### src/rtl/multiplicador_sequencial.sv
// Iterative shift-add multiplier for the ULA datapath.
// Takes A/B/sgn on a start strobe, converts signed operands to magnitudes,
// then examines one multiplier bit per RUN cycle and adds the multiplicand
// into the upper half of a 2*WIDTH+1-bit accumulator before shifting it right.
// The sign is applied once in FIX. RES is registered and is updated only on
// the cycle before the one-cycle done pulse.
module multiplicador_sequencial #(
  parameter int WIDTH = 8
) (
  input  logic                 clk,
  input  logic                 rst_n,
  input  logic                 start,
  input  logic                 sgn,
  input  logic [WIDTH-1:0]     A,
  input  logic [WIDTH-1:0]     B,
  output logic                 busy,
  output logic                 done,
  output logic [2*WIDTH-1:0]   RES
);

  // State encoding
  localparam logic [2:0] S_IDLE = 3'd0;
  localparam logic [2:0] S_LOAD = 3'd1;
  localparam logic [2:0] S_RUN  = 3'd2;
  localparam logic [2:0] S_FIX  = 3'd3;
  localparam logic [2:0] S_DONE = 3'd4;

  // The bit counter runs 0..WIDTH-1, so $clog2(WIDTH) bits are enough for WIDTH >= 2.
  localparam int              CNT_W    = $clog2(WIDTH);
  localparam logic [CNT_W-1:0] CNT_LAST = CNT_W'(WIDTH - 1);

  localparam logic [WIDTH-1:0]   ONE_W  = WIDTH'(1);
  localparam logic [2*WIDTH-1:0] ONE_2W = (2 * WIDTH)'(1);

  logic [2:0]         state;
  logic [2:0]         state_next;

  // Operands captured on the accepting edge; later changes on A/B/sgn are ignored.
  logic [WIDTH-1:0]   a_reg;
  logic [WIDTH-1:0]   b_reg;
  logic               sgn_reg;

  // Working registers for the shift-add loop.
  logic [WIDTH-1:0]   mcand;
  logic [WIDTH-1:0]   mplier;
  logic [2*WIDTH:0]   acc;
  logic [CNT_W-1:0]   cnt;
  logic               neg;
  logic [2*WIDTH-1:0] res;

  logic               accept;
  logic [WIDTH:0]     add_val;
  logic [WIDTH:0]     sum;
  logic [2*WIDTH:0]   acc_shift;

  // Two's-complement magnitude; the most-negative value maps to 2^(WIDTH-1),
  // which still fits unsigned in WIDTH bits.
  function automatic logic [WIDTH-1:0] magnitude(input logic [WIDTH-1:0] x, input logic s);
    return (s && x[WIDTH-1]) ? (~x + ONE_W) : x;
  endfunction

  // A new operation is only taken while no operation is in flight.
  assign accept = start && ((state == S_IDLE) || (state == S_DONE));

  assign busy = (state == S_LOAD) || (state == S_RUN) || (state == S_FIX);
  assign done = (state == S_DONE);
  assign RES  = res;

  // One shift-add step: add the multiplicand into the upper half if the
  // current multiplier bit is set, then shift the whole accumulator right.
  always_comb begin
    // NOTE: every signal written here gets a value on every path, so no latch is inferred.
    add_val   = '0;
    if (mplier[0]) add_val = {1'b0, mcand};
    sum       = acc[2*WIDTH:WIDTH] + add_val;
    acc_shift = {1'b0, sum, acc[WIDTH-1:1]};
  end

  // Next-state logic for the IDLE/LOAD/RUN/FIX/DONE sequence.
  always_comb begin
    state_next = state;
    case (state)
      S_IDLE:  if (accept) state_next = S_LOAD;
      S_LOAD:  state_next = S_RUN;
      S_RUN:   if (cnt == CNT_LAST) state_next = S_FIX;
      S_FIX:   state_next = S_DONE;
      S_DONE:  state_next = accept ? S_LOAD : S_IDLE;
      default: state_next = S_IDLE;
    endcase
  end

  // State register.
  always_ff @(posedge clk or negedge rst_n) begin
    // NOTE: sequential state uses non-blocking assignments so every register
    // samples the pre-edge values, independent of statement order.
    if (!rst_n) state <= S_IDLE;
    else        state <= state_next;
  end

  // Operand capture on the accepting edge.
  always_ff @(posedge clk or negedge rst_n) begin
    if (!rst_n) begin
      a_reg   <= '0;
      b_reg   <= '0;
      sgn_reg <= 1'b0;
    end else if (accept) begin
      a_reg   <= A;
      b_reg   <= B;
      sgn_reg <= sgn;
    end
  end

  // Datapath: magnitude load, shift-add iterations and bit counter.
  always_ff @(posedge clk or negedge rst_n) begin
    if (!rst_n) begin
      mcand  <= '0;
      mplier <= '0;
      acc    <= '0;
      cnt    <= '0;
      neg    <= 1'b0;
    end else begin
      case (state)
        S_LOAD: begin
          mcand  <= magnitude(a_reg, sgn_reg);
          mplier <= magnitude(b_reg, sgn_reg);
          neg    <= sgn_reg & (a_reg[WIDTH-1] ^ b_reg[WIDTH-1]);
          acc    <= '0;
          cnt    <= '0;
        end
        S_RUN: begin
          acc    <= acc_shift;
          mplier <= mplier >> 1;
          cnt    <= cnt + 1'b1;
        end
        default: ;
      endcase
    end
  end

  // Result register: apply the sign once, then hold until the next FIX.
  // A zero magnitude negates to zero, so no special case is needed.
  always_ff @(posedge clk or negedge rst_n) begin
    if (!rst_n) begin
      res <= '0;
    end else if (state == S_FIX) begin
      res <= neg ? (~acc[2*WIDTH-1:0] + ONE_2W) : acc[2*WIDTH-1:0];
    end
  end

endmodule

### config.mk
export PLATFORM = sky130hd
export DESIGN_NAME = multiplicador_sequencial
export DESIGN_NICKNAME = d
export VERILOG_FILES = /design/src/rtl/multiplicador_sequencial.sv
export SDC_FILE = /design/constraint.sdc
export NUM_CORES = 1
export LEC_CHECK = 0
export ABC_AREA = 0
export BUFFER_PORTS_ARGS = -buffer_cell sky130_fd_sc_hd__buf_2
export CAP_MARGIN = 20
export CORE_ASPECT_RATIO = 1.25
export CORE_MARGIN = 1
export CORE_UTILIZATION = 57
export CTS_BUF_LIST = sky130_fd_sc_hd__clkbuf_4 sky130_fd_sc_hd__clkbuf_8 sky130_fd_sc_hd__clkbuf_16
export DETAILED_ROUTE_END_ITERATION = 10
export HOLD_SLACK_MARGIN = 0.1
export PLACE_DENSITY = 0.78
export SETUP_SLACK_MARGIN = 0.05
export SYNTH_ARGS = -nofsm -noshare
export SYNTH_HDL_FRONTEND = slang
export SYNTH_SLANG_ARGS = --single-unit
### constraint.sdc
create_clock -name clk -period 6 [get_ports clk]
set_clock_uncertainty 0.05 [all_clocks]
set_input_delay 0.3 -clock clk [delete_from_list [all_inputs] [get_ports clk]]
set_output_delay 0.3 -clock clk [all_outputs]
set_load 0.02 [all_outputs]
* Word level (Yosys, flattened, before mapping) *
Cells that the tools add are included.

word-level totals
  output and inout port bits = 18
  bits of input ports = 20
  register bits = 73
  logic and storage cells = 47

operators by class
  bitwise gates (word level) = 5
  $add $sub $neg = 5
  mux-type cells = 11
  equality and inequality tests = 7
  reduce and logical (&&, ||, !) cells = 9

operators with widths
  kind                                            number
  one-hot mux 17 bit (2 select lines)             1
  two-way mux 8 bit                               3
  adder 16 x 1 -> 16 bit (second input constant)  1
  adder 8 x 1 -> 8 bit (second input constant)    2
  two-way mux 16 bit                              1
  inverter 16 bit                                 1
  inverter 8 bit                                  2
  one-hot mux 8 bit (2 select lines)              1
  one-hot mux 3 bit (5 select lines)              1
  adder 9 bit                                     1
  == test 3 x 2 -> 1 bit (second input constant)  2
  == test 3 bit (second input constant)           2
  two-way mux 3 bit                               2
  one-hot mux 3 bit (2 select lines)              1
  adder 3 x 1 -> 3 bit (second input constant)    1
  == test 3 x 1 -> 1 bit (second input constant)  1
  logical AND 1 bit                               3
  zero test 3 bit                                 1
  logical OR 1 bit                                3
  != test 2 x 1 -> 1 bit (second input constant)  1
  != test 2 bit (second input constant)           1
  AND reduction 2 bit                             1
  nonzero test 2 bit                              1
  bitwise AND 1 bit                               1
  other kinds (2)                                 2

* Logic depth before layout (Yosys ltp) *
Gate-level depths: netlist of the first run.

  depth in word-level cells = 5
  gate-level depth with buffers = 8
  gate-level depth less buffers = 8

* Least setup slack after synthesis of the first run *
OpenSTA, ideal clock, no wires.

  path type = flip-flop to flip-flop
  start point = register mplier[0]
  end point = register acc[13]
  stages on the path, launching flop included = 9
  arrival time = 1.889 ns
  period minus slack after synthesis = 2.025 ns
  setup time = 0.087 ns
  data required time = 5.863 ns
  path slack = 3.975 ns
  cells stage by stage = dfrtp_1 -> and2_1 -> ha_1 -> fa_1 -> a21o_1 -> a31oi_1 -> nor2b_1 -> nand4b_1 -> o211ai_1

on the way
  word-level cells in the longest chain between the ends = 3

RTL lines
  what                                 line  RTL
  from (decl)                          45    logic [WIDTH-1:0] mplier;
  from (signal assigned)               125   mplier <= magnitude(b_reg, sgn_reg);
  from (signal assigned)               132   mplier <= mplier >> 1;
  two-way mux 8 bit                    74    if (mplier[0]) add_val = {1'b0, mcand};
  adder 9 bit                          75    sum = acc[2*WIDTH:WIDTH] + add_val;
  one-hot mux 17 bit (2 select lines)  122   case (state)
  to (signal assigned)                 131   acc <= acc_shift;
  to (decl)                            46    logic [2*WIDTH:0] acc;

Every way passes these cells. The select of a mux whose other input is x is not followed.
A chain may end at the register's enable or synchronous reset.

* Worst setup path in the final report of the first run *
Same ends and word-level chain as after synthesis.

==> results list, run 1 <==
* Number of diodes added for antenna fixing: 0
- In the routed layout, each cell is associated on average with a via count of between 5 and 6.
* Total Routed Length: 6300 µm
- Standard-cell row count: 32
* Setup slack of the most critical reg-to-reg path: between 3000 and 4000 ps
* Width of the die: approximately 73 µm
- Count of nets left with antenna violations after detail routing: 0
- Via count: 2553
- Clock root cell: clkbuf_8
- Synth top area cells: dfrtp_1 50%, o21ai_0 5.2%, mux2_2 4.6%
- For this run, the number of standard cells in the final layout without fillers is roughly 470.
- In this run, distinct cell masters in the synthesized netlist total 46.
* Syn. warnings: 0
- Pwr Density: 578 nW/µm²
- Via count of the first global-routing pass: around 2500
* Clock period minus final worst setup slack: 2240 ps
* Routed wl met3: ~160 µm
- For this run, the register share of the synthesized area comes to 49.5%.
* Final worst-path setup slack: around 3800 ps
* Post-Route Utilization: between 60% and 70%
- Worst skew pair latency: 350 ps
- Cell count after placement: ~450
- Layout Area Growth over Synthesis: 14.5%
- Internal power consumption: 1460 µW
* Total grt overflow: 0
- Cells after Synth: 343
* Max-slew headroom at the worst pin: 33.7%
* Half-perimeter wire length of the detailed placement result: between 4000 and 5000 µm
- Number of synthesized flops with an enable pin: 0
- The synthesized design spends more area on one cell type than any other, namely dfrtp_1.
- Max Used Layer: met4
- The H-tree generated during clock tree synthesis spans 3 levels.
- The tool flagged a number of max-cap violations equal to 0.
* Max rail drop VDD: 0.304 mV
* First-pass GRT wire length: about 11000 µm
- Dominant synthesized flop cell: dfrtp_1
- Sw power: 955 µW
- Pin count of the biggest net entering global routing: 73
* Number of pins with negative max-slew slack in the final report: 0
- TritonCTS built the clock tree.
- Status: finished clean
* Avg Inst Size Synth: 10.6 µm²
- Wire length per cell: ~13 µm
* Unrepaired setup endpoints after global routing: false
- Routability-driven placement finished with a final weighted congestion of 0.826.
- The pre-antenna-repair detailed-routing pass consisted of 4 iterations.
- The number of hold violations in the final report was 0.
* Switch share: 39.6%
- In this run the count of I/O pins placed on the die edge is 38.
* Setup Crit Path Kind: register to register
- Post-Place Setup Slack: 3760 ps
* Proportion of layout cells with a drive suffix above 1: 21.1%
- Count of cells along the worst register-to-register path: 8
* Final-stage net count: approximately 420
- After layout, the worst path uses 37.3% of the clock period.
* Clock-pin slew of the registers on the worst-case setup and hold paths: approximately 70 ps
* DIE AREA: 6710 µm²
- Data on the critical path arrives at its endpoint at 2460 ps.
* Number of register bits inferred by synthesis: slightly above 70
- Simple-Gate Fraction of Synth Area: between 10 and 15%
* Finish-stage setup viols: 0
* Detailed-route wire length on metal 1: 2860 µm
- Post-Synthesis Net Count: about 380
- Summing the areas of all xor and xnor instances in the mapped netlist gives 6.98% of the synthesized area.
* Initial antenna violation count: 0
- Clock tree synthesis found a total of 72 sinks.
- Largest fanout on the critical path: 9
* CORE AREA: around 6200 µm²
- Metal2 WL: 3160 µm
- Endpoint class of the critical path: register
- By area, the combinational part of the netlist is dominated by compound AO/OA/AOI/OAI gates.
- The worst register-to-register path begins at mplier[0].
- Counting along the longest clock path gives a buffer depth of 2.
* 1st-iter DRT viols: between 90 and 100
- Slew at the pin with the worst max-slew slack: 991 ps
- The die is approximately 91 µm tall.
- Critical path data required time: 6220 ps
- Buffers inserted during clock tree synthesis total 9.
* Share of flip-flops with an asynchronous set or reset: 100%
- Mapped Area: 3640 µm²
- Proportion of power drawn by flip-flops and latches: 38.2%
- The clock network accounts for between 10% and 20% of the total power.
- Maximum clock frequency: 447 MHz
* Port Buffer Count: 37
- Gr usage total: 21.4%
- Power share of the combinational group: 42.9%
- The synthesized netlist devotes 5.02% of its cell area to adder and majority cells.
- Share of Yosys cell area claimed by the top area cell type: 49.5%
- STA classifies the critical path startpoint as a register.
- Starting utilization of the core area: around 60%
- Worst hold margin: 93.0 ps
- After detailed routing, the number of remaining DRC violations is 0.
- Setup tns final: 0 ps
* Static Leakage: 0.00198 µW
- Complex-gate fraction of the synthesized area: about 16%
* Hold Crit Class: primary input to async pin
- Mux cell area share after synthesis: about 5.5%
- Worst R2R End: acc[13]
## stage by stage
step	instance area (µm²)	total power (µW)
detailed placement	3900	1970
global route	4170	2600
floorplan	3640	1720
finish	4170	2410
CTS	4170	2430
global placement	3900	1920
## per-layer routing
| metal | vias up | global-route usage (%) |
|---|---|---|
| li1 | 1296 | - |
| met1 | 1203 | 25.9 |
| met3 | 9 | 4.88 |
| met2 | 45 | 35.4 |
| met5 | - | 0 |
| met4 | 0 | 10.3 |
## logic make-up (layout without fill, tap and decap cells)
group           Yosys count  in the layout
simple gates             96             96
compound gates           90             90
flops                    72             72
xor+xnor                 29             29
buf+inv                  24             69
mux                      18             18
fa+ha+maj                14             14
## synthesized netlist by cell type (4+ instances only)
cell type and number:
mux2_2 15, and2_1 11, nand3_1 5, a22o_1 12
nand3b_1 5, inv_1 10, ha_1 13, o31ai_1 5
nand2_1 42, dfrtp_1 72, xnor2_1 13, buf_2 5
a22oi_1 8, clkbuf_1 9, o21ai_0 38, nor2_1 13
o21ai_1 4, a21oi_1 9, xor2_1 16
## cells in the final DEF, fill, tap and decap left out, types with 3 or more instances in the layout
cell,count
o21ai_0,38
nand2_1,42
clkbuf_8,9
ha_1,13
nand3_1,5
a22o_1,12
dfrtp_1,72
xor2_1,16
buf_2,37
dlygate4sd3_1,3
buf_4,3
mux2_2,15
inv_1,10
and2_1,11
o31ai_1,5
nor2_1,13
a22oi_1,8
mux2i_1,3
a21oi_1,9
nand3b_1,5
xnor2_1,13
o21ai_1,4
bufinv_16,3
## timing repair
action,4_1_cts,5_1_grt
endpoints found under the hold margin,3,0
setup buffers,0,0
resized for setup,0,0
hold buffers,3,0
## power groups by stage
stage | combinational, µW | sequential, µW | clock (µW)
after global routing | 1170 | 959 | 479
after CTS | 1050 | 921 | 463
after detailed placement | 1040 | 929 | 0
final | 1040 | 922 | 455
after global placement | 1000 | 919 | 0
after floorplan | 801 | 915 | 0
## how the worst max path moves through the flow
stage | from | to | slack (ps) | depth (start not counted)
3_5_place_dp | mplier[0] | acc[13] | 3760 | 8
3_3_place_gp | mplier[0] | acc[13] | 3830 | 8
4_1_cts | mplier[0] | acc[13] | 3750 | 8
2_1_floorplan | mplier[0] | acc[13] | 3970 | 8
5_1_grt | mplier[0] | acc[13] | 3590 | 8
6_report | mplier[0] | acc[13] | 3760 | 8
## worst max-delay path: stages (launching register included)
cell,delay [ps]
dfrtp_1,440
and2_1,170
ha_1,210
fa_1,410
a21o_1,190
a31oi_1,240
nor2b_1,220
nand4b_1,120
o211ai_1,100
## layout make-up
type,instances,area (µm²)
Tap cell,85,106
Timing Repair Buffer,43,238
Sequential cell,72,1800
Inverter,10,37.5
Fill cell,500,2000
Clock buffer,10,131
Clock inverter,6,108
Multi-Input combinational cell,247,1750
(Power assumes the default switching activity.)
==> run 2, diff against run 1 <==
--- a/config.mk
+++ b/config.mk
@@ -10,11 +10,11 @@
 export CAP_MARGIN = 20
 export CORE_ASPECT_RATIO = 1.25
 export CORE_MARGIN = 1
-export CORE_UTILIZATION = 57
+export CORE_UTILIZATION = 53
 export CTS_BUF_LIST = sky130_fd_sc_hd__clkbuf_4 sky130_fd_sc_hd__clkbuf_8 sky130_fd_sc_hd__clkbuf_16
 export DETAILED_ROUTE_END_ITERATION = 10
 export HOLD_SLACK_MARGIN = 0.1
-export PLACE_DENSITY = 0.78
+export PLACE_DENSITY = 0.76
 export SETUP_SLACK_MARGIN = 0.05
 export SYNTH_ARGS = -nofsm -noshare
 export SYNTH_HDL_FRONTEND = slang
==> constraint.sdc (replaced) <==
create_clock -name clk -period 1.9 [get_ports clk]
set_clock_uncertainty 0.05 [all_clocks]
set_input_delay 0.095 -clock clk [delete_from_list [all_inputs] [get_ports clk]]
set_output_delay 0.095 -clock clk [all_outputs]
set_load 0.02 [all_outputs]
==> run 2 against run 1 <==
- the flow now finishes with violations (setup timing)
- first-iteration DRC count is 38% higher
- design area is 10% higher
- sequential share of layout area is 4.0 points lower
- critical path depth stayed put
- register-to-register slack worse by 3900 ps
- setup slack worse by 3900 ps
- die area is 7.4% higher
- critical path type unchanged
- largest cell class is now multi-input combinational cells
- highest routed layer unchanged
==> results list, run 2 (synthesis gave the netlist of run 1 again) <==
- Residual DRC: 0
* Starting utilization of the core area: 55.1%
- In the final layout, the share of cells above drive strength 1 is 29.4%.
- Unrepaired setup endpoints after global routing: true
* Buffers plus inverters on the worst setup path: 0
- Maximum clock frequency: 501 MHz
- Sequential cell area: 1800 µm²
* Hold Crit Class: primary input to async pin
- Setup total negative slack on the finished layout was measured at -195 ps.
* Clock-pin slew of the registers on the worst-case setup and hold paths: approximately 70 ps
- Global routing used 39.9% of the available met2 tracks.
* Tcrit/Tclk final: 105%
* Most frequent cells in the layout: 71 x dfrtp_1, 41 x nand2_1, 37 x buf_2
* Sw power: 3280 µW
- The layer flagged by global routing as most heavily used is met2.
* Layout Area Growth over Synthesis: 26.2%
- Pin count of the biggest net entering global routing: 73
* Clock root cell: clkbuf_8
- For this run, the share of the core covered by cells in the final layout is 69.5%.
- Most common cell after layout, fill and taps aside: dfrtp_1
* Number of iterations in the first detailed-routing pass: 4
- Cell family contributing the most delay on the critical path: adder cells
- After floorplanning, the core was divided into 33 placement rows.
- Max-slew headroom at the worst pin: just over 50%
- Number of pins with negative max-slew slack in the final report: 0
- Die Ht: about 95 µm
* Met1 demand-to-capacity share in global routing: 24.8%
- Cell internal power was estimated by the tool at 4660 µW.
- Counting the fill cells in the layout gives ~510.
- The signal on the critical path passes through and2_4, ha_4, fa_2, a21o_1, a31oi_4, nor2b_4, nand4b_1, o211ai_1.
- Io pins: 38
- The detailed router placed 2783 vias in this run.
* Final hold violation count: 0
- Worst R2R End: acc[13]
- Status: finished with violations
- Per report_power, the sequential group accounts for 36.6% of the total.
- Reg2reg start: mplier[0]
- For this design, the slowest cell found on the critical path is dfrtp_1.
* Largest fanout on the critical path: 6
- After floorplanning, the core was sized to cover 6610 µm².
- The via count of the first global-routing pass came to 2730.
* Slew at the pin with the worst max-slew slack: 736 ps
* Total grt overflow: 0
- Net switching is 41.3% of the power.
* Count of cells along the worst register-to-register path: 8
- Final worst-path setup slack: -95.6 ps
- Power spread over the standard cell area amounts to roughly 1700 nW/µm².
- For this block, the routed nets add up to 7430 µm of wire.
- Finish-stage setup viols: 4
- Width of the die: approximately 76 µm
- Power share of the combinational group: 49.4%
* TritonCTS clock tree: built
- For this run, the number of standard cells in the final layout without fillers is 512.
* Critical path startpoint category: register
- Clock tree synthesis inserted a total of 9 buffers.
* Static Leakage: 0.00214 µW
- Placed standard-cell area: 4040 µm²
- The detail route stage leaves a number of antenna-violating nets equal to 0.
- Including well taps, the total number of placed cells is 472.
- Half-perimeter wire length of the detailed placement result: ~4700 µm
- For this run, the total global-route usage over all layers was measured as 21.7%.
- Summing all multi-input logic gate instances after layout gives 1880 µm².
- The net count of the finished layout is 454.
* Count of clock tree sinks: 72
* Port Buffer Count: 37
- The floorplan step defined a die boundary enclosing 7200 µm².
- In this run, the clock network consumes approximately 14% of the power.
- The H-tree was split into 3 levels.
- Data arrives at the worst endpoint at 2200 ps.
- First-pass GRT wire length: roughly 12000 µm
- After layout, the minimum clock period comes to 2000 ps.
- Max rail drop VDD: 0.867 mV
- Wire length per cell: 14.5 µm
- The clock reaches the later pin of the worst-skew pair after between 300 and 400 ps.
* Global-route met3 utilization: 4.44%
- Stage delay of the slowest cell on the critical path: 420 ps
- Setup slack of the most critical reg-to-reg path: -100 ps
- Post-route cell area: 4590 µm²
- The initial antenna violation count came to 0.
- Post-Place Setup Slack: -134 ps
- Max-cap viol count: 0
- The final reports fail on setup timing.
- Maximum clock path buffer count: 2
- Setup Crit Path Kind: register to register
- Number of diodes added for antenna fixing: 0
* Detailed-route vias per instance: 5.44
- Critical path data required time: 2100 ps
- Endpoint class of the critical path: register
- Gp weighted congestion: 0.789
- The first routing iteration left ~130 violations.
run 2: tightest hold or removal path: cells and delay by family:
kind / cells / cell delay (ps)
buffers and inverters: 3 / 960
run 2: final cells by class:
cell class	count	area share, %
tap	87	2.37
multi-input combinational	247	41.0
inverter	10	0.817
clock buffer	13	3.76
sequential	72	39.3
clock inverter	3	0.327
timing repair buffer	80	12.4
run 2: what timing repair did:
action | in CTS | in global routing
cloned | 0 | 0
gates resized for setup | 16 | 17
hold endpoints to repair | 90 | 0
setup buffers | 4 | 1
pin swaps | 5 | 13
hold buffers | 19 | 0
endpoints found under the setup margin | 12 | 14
run 2: how the worst max path moves through the flow:
| stage | start | to | slack (ps) | cells after the start |
|---|---|---|---|---|
| floorplan | mplier[0] | acc[11] | -20 | 6 |
| CTS | mplier[0] | acc[13] | -90 | 8 |
| finish | mplier[0] | acc[13] | -100 | 8 |
| detailed placement | mplier[0] | acc[13] | -130 | 8 |
| global placement | mplier[0] | acc[13] | -70 | 8 |
| global route | mplier[0] | acc[13] | -180 | 8 |
run 2: metal layers:
layer | wire length [µm] | share of wire, % | up-vias
li1 | - | - | 1371
met1 | 3080 | 41 | 1344
met2 | 4020 | 54 | 60
met3 | 229 | 3.1 | 8
met4 | 94 | 1.3 | 0
met5 | 0 | 0 | -
run 2: power by group through the flow:
stage,registers (µW),logic (µW),clock network [µW]
4_1_cts,2870,3790,1150
6_report,2900,3920,1120
3_5_place_dp,2880,3560,0
3_3_place_gp,2840,3430,0
2_1_floorplan,2890,2530,0
5_1_grt,3010,4290,1220
run 2: stage by stage:
step / total power, µW / hold WS, ps
global placement: 6260 / 97.7
floorplan: 5430 / -251
finish: 7940 / 259
global route: 8510 / 289
CTS: 7810 / 272
detailed placement: 6440 / 101
==> run 3, diff against run 2 <==
--- a/config.mk
+++ b/config.mk
@@ -14,6 +14,7 @@
 export CTS_BUF_LIST = sky130_fd_sc_hd__clkbuf_4 sky130_fd_sc_hd__clkbuf_8 sky130_fd_sc_hd__clkbuf_16
 export DETAILED_ROUTE_END_ITERATION = 10
 export HOLD_SLACK_MARGIN = 0.1
+export MAX_ROUTING_LAYER = met4
 export PLACE_DENSITY = 0.76
 export SETUP_SLACK_MARGIN = 0.05
 export SYNTH_ARGS = -nofsm -noshare
==> run 3 against run 2 <==
- the flow still finishes with violations (setup timing)
- sequential power barely moved
- critical endpoint unchanged
- largest cell class unchanged
- total power barely moved
- die area did not move
- global-route usage rose by 0.66 points
==> results list, run 3 (synthesis gave the netlist of run 1 again) <==
- Initial antenna violation count: 0
* Maximum clock path buffer count: 2
- Number of iterations in the first detailed-routing pass: 4
- Pwr Density: roughly 1700 nW/µm²
* Worst skew pair latency: 340 ps
- Via count: approximately 2800
* Final hold violation count: 0
- Final worst-path setup slack: -85.6 ps
- Count of clock tree sinks: 72
- H-tree depth: 3
- Proportion of power drawn by flip-flops and latches: 36.5%
* Post-route cell area: 4590 µm²
- Via count of the first global-routing pass: approximately 2700
- On the worst path, the slowest cell contributes a delay of 420 ps.
- Number of diodes added for antenna fixing: 0
- From bottom edge to top edge, the die measures between 90 and 100 µm.
- Per report_power, the combinational group accounts for approximately half of the total.
* First-pass GRT wire length: between 10000 and 15000 µm
- Multi-input logic area: about 1900 µm²
* Gr usage total: 22.3%
* Largest fanout on the critical path: 6
- Timing would allow up to 504 MHz.
- The first routing iteration left 130 violations.
* Detailed-route vias per instance: about 5.4
- Setup violations remaining at the end of the flow were counted as 4.
- Of the cells placed in the final design, the portion with a size suffix greater than 1 is 29.4%.
- Max rail drop VDD: 0.867 mV
- For this configuration, the core starts out at a cell density of 55.1%.
* Pin count of the biggest net entering global routing: 73
- Io pins: 38
- The flow ran to the end, but the final reports show violations.
- Setup Crit Path Kind: register to register
- Residual DRC: 0
* Number of pins with negative max-slew slack in the final report: 0
- The net count of the finished layout is between 400 and 500.
* Placed standard-cell area: 4040 µm²
* Total grt overflow: 0
* Number of fill cells in the layout: 505
- Most common cell after layout, fill and taps aside: dfrtp_1
- Max-cap viol count: 0
- Clock-pin slew of the registers on the worst-case setup and hold paths: 70 ps
* Slowest cell on the critical path: dfrtp_1
- Static Leakage: 0.00214 µW
- After floorplanning, the core was divided into 33 placement rows.
* Clock root cell: clkbuf_8
- DIE AREA: 7200 µm²
- Subtracting the final worst setup slack from the clock period gives 1990 ps.
- Relative contribution of the clock network to total power: ~14%
- Wire length per cell: 14.5 µm
* Count of nets left with antenna violations after detail routing: 0
- Max-slew headroom at the worst pin: 50.8%
- Tcrit/Tclk final: 105%
- The critical path goes through and2_4, ha_4, fa_2, a21o_1, a31oi_4, nor2b_4, nand4b_1, o211ai_1.
* TritonCTS clock tree: built
* Tot Pwr: 7940 µW
* Switch share: between 40% and 50%
* Critical path startpoint category: register
* Total Routed Length: 7420 µm
* Endpoint class of the critical path: register
- Once detailed placement completed, the half-perimeter wirelength came to 4730 µm.
- Post-Route Utilization: 69.5%
* Sw power: about 3300 µW
- Slew at the pin with the worst max-slew slack: 738 ps
- Post-Place Setup Slack: -134 ps
- Critical path data required time: 2110 ps
- Setup repair after global routing could not meet its margin everywhere.
- Leaving out fill and tap cells, the most frequent cells in the layout are 71 x dfrtp_1, 41 x nand2_1, 37 x buf_2.
- During placement, the flow inserted port buffers numbering 37.
- Width of the die: between 70 and 80 µm
- From synthesis to final layout, the design area changed by 26.2%.
- Internal power consumption: 4660 µW
- Sequential cell area: 1800 µm²
- Setup total negative slack on the finished layout was measured at -195 ps.
- Critical path data arrival time: between 2000 and 2500 ps
- The total area inside the core boundary comes to ~6600 µm².
* Failing checks: setup timing
- Routability-driven placement finished with a final weighted congestion of 0.800.
* Number of CTS-inserted buffers: 9
- Hold Crit Class: primary input to async pin
-- run 3: power by group through the flow --
stage / sequential [µW] / clock [µW] / combinational, µW
after global placement: 2840 / 0 / 3430
after floorplan: 2890 / 0 / 2530
after detailed placement: 2880 / 0 / 3560
after global routing: 3010 / 1210 / 4290
after CTS: 2870 / 1150 / 3790
final: 2900 / 1120 / 3920
-- run 3: metrics by stage --
step | hold slack (ps) | cells
3_3_place_gp | 97.7 | 472
4_1_cts | 272 | 511
2_1_floorplan | -251 | 343
5_1_grt | 292 | 512
3_5_place_dp | 101 | 472
6_report | 255 | 512
-- run 3: critical path, delay by kind of cell (launching register included) --
kind            cells  cell delay [ps]
flops               1              420
compound gates      3              500
simple gates        3              460
fa+ha+maj           2              500
-- run 3: final timing paths --
check	start	cells after the start	to	slack, ps
worst max-delay path	mplier[0]	8	acc[13]	-90
worst min register to register	mcand[5]	2	mcand[5]	420
worst min-delay path	rst_n	3	RES[11]	260
worst max register to register	mplier[0]	8	acc[13]	-90
min in group clk	mcand[5]	2	mcand[5]	420
max in group asynchronous	rst_n	3	acc[1]	1230
-- run 3: metal layers --
layer / share of wire [%] / vias to the layer above / global-route usage, %
met5: 0 / - / -
met4: 1.2 / 0 / 10.6
met3: 3.3 / 12 / 3.19
met2: 54 / 63 / 39.9
met1: 41 / 1330 / 24.8
li1: - / 1371 / -
-- run 3: what timing repair did --
action                                 in CTS  in global routing
resized for setup                          16                 17
setup endpoints to repair                  12                 14
pin swaps                                   5                 13
endpoints found under the hold margin      90                  0
setup buffers                               4                  1
hold buffers                               19                  0
-- run 3: area by class of cell --
class / count / share of cell area (%)
flip-flops and latches: 72 / 39.3
inverters: 10 / 0.817
clock inverters: 3 / 0.327
multi-input cells: 247 / 41.0
clock buffers: 13 / 3.76
repair buffers: 80 / 12.4
well taps: 87 / 2.37
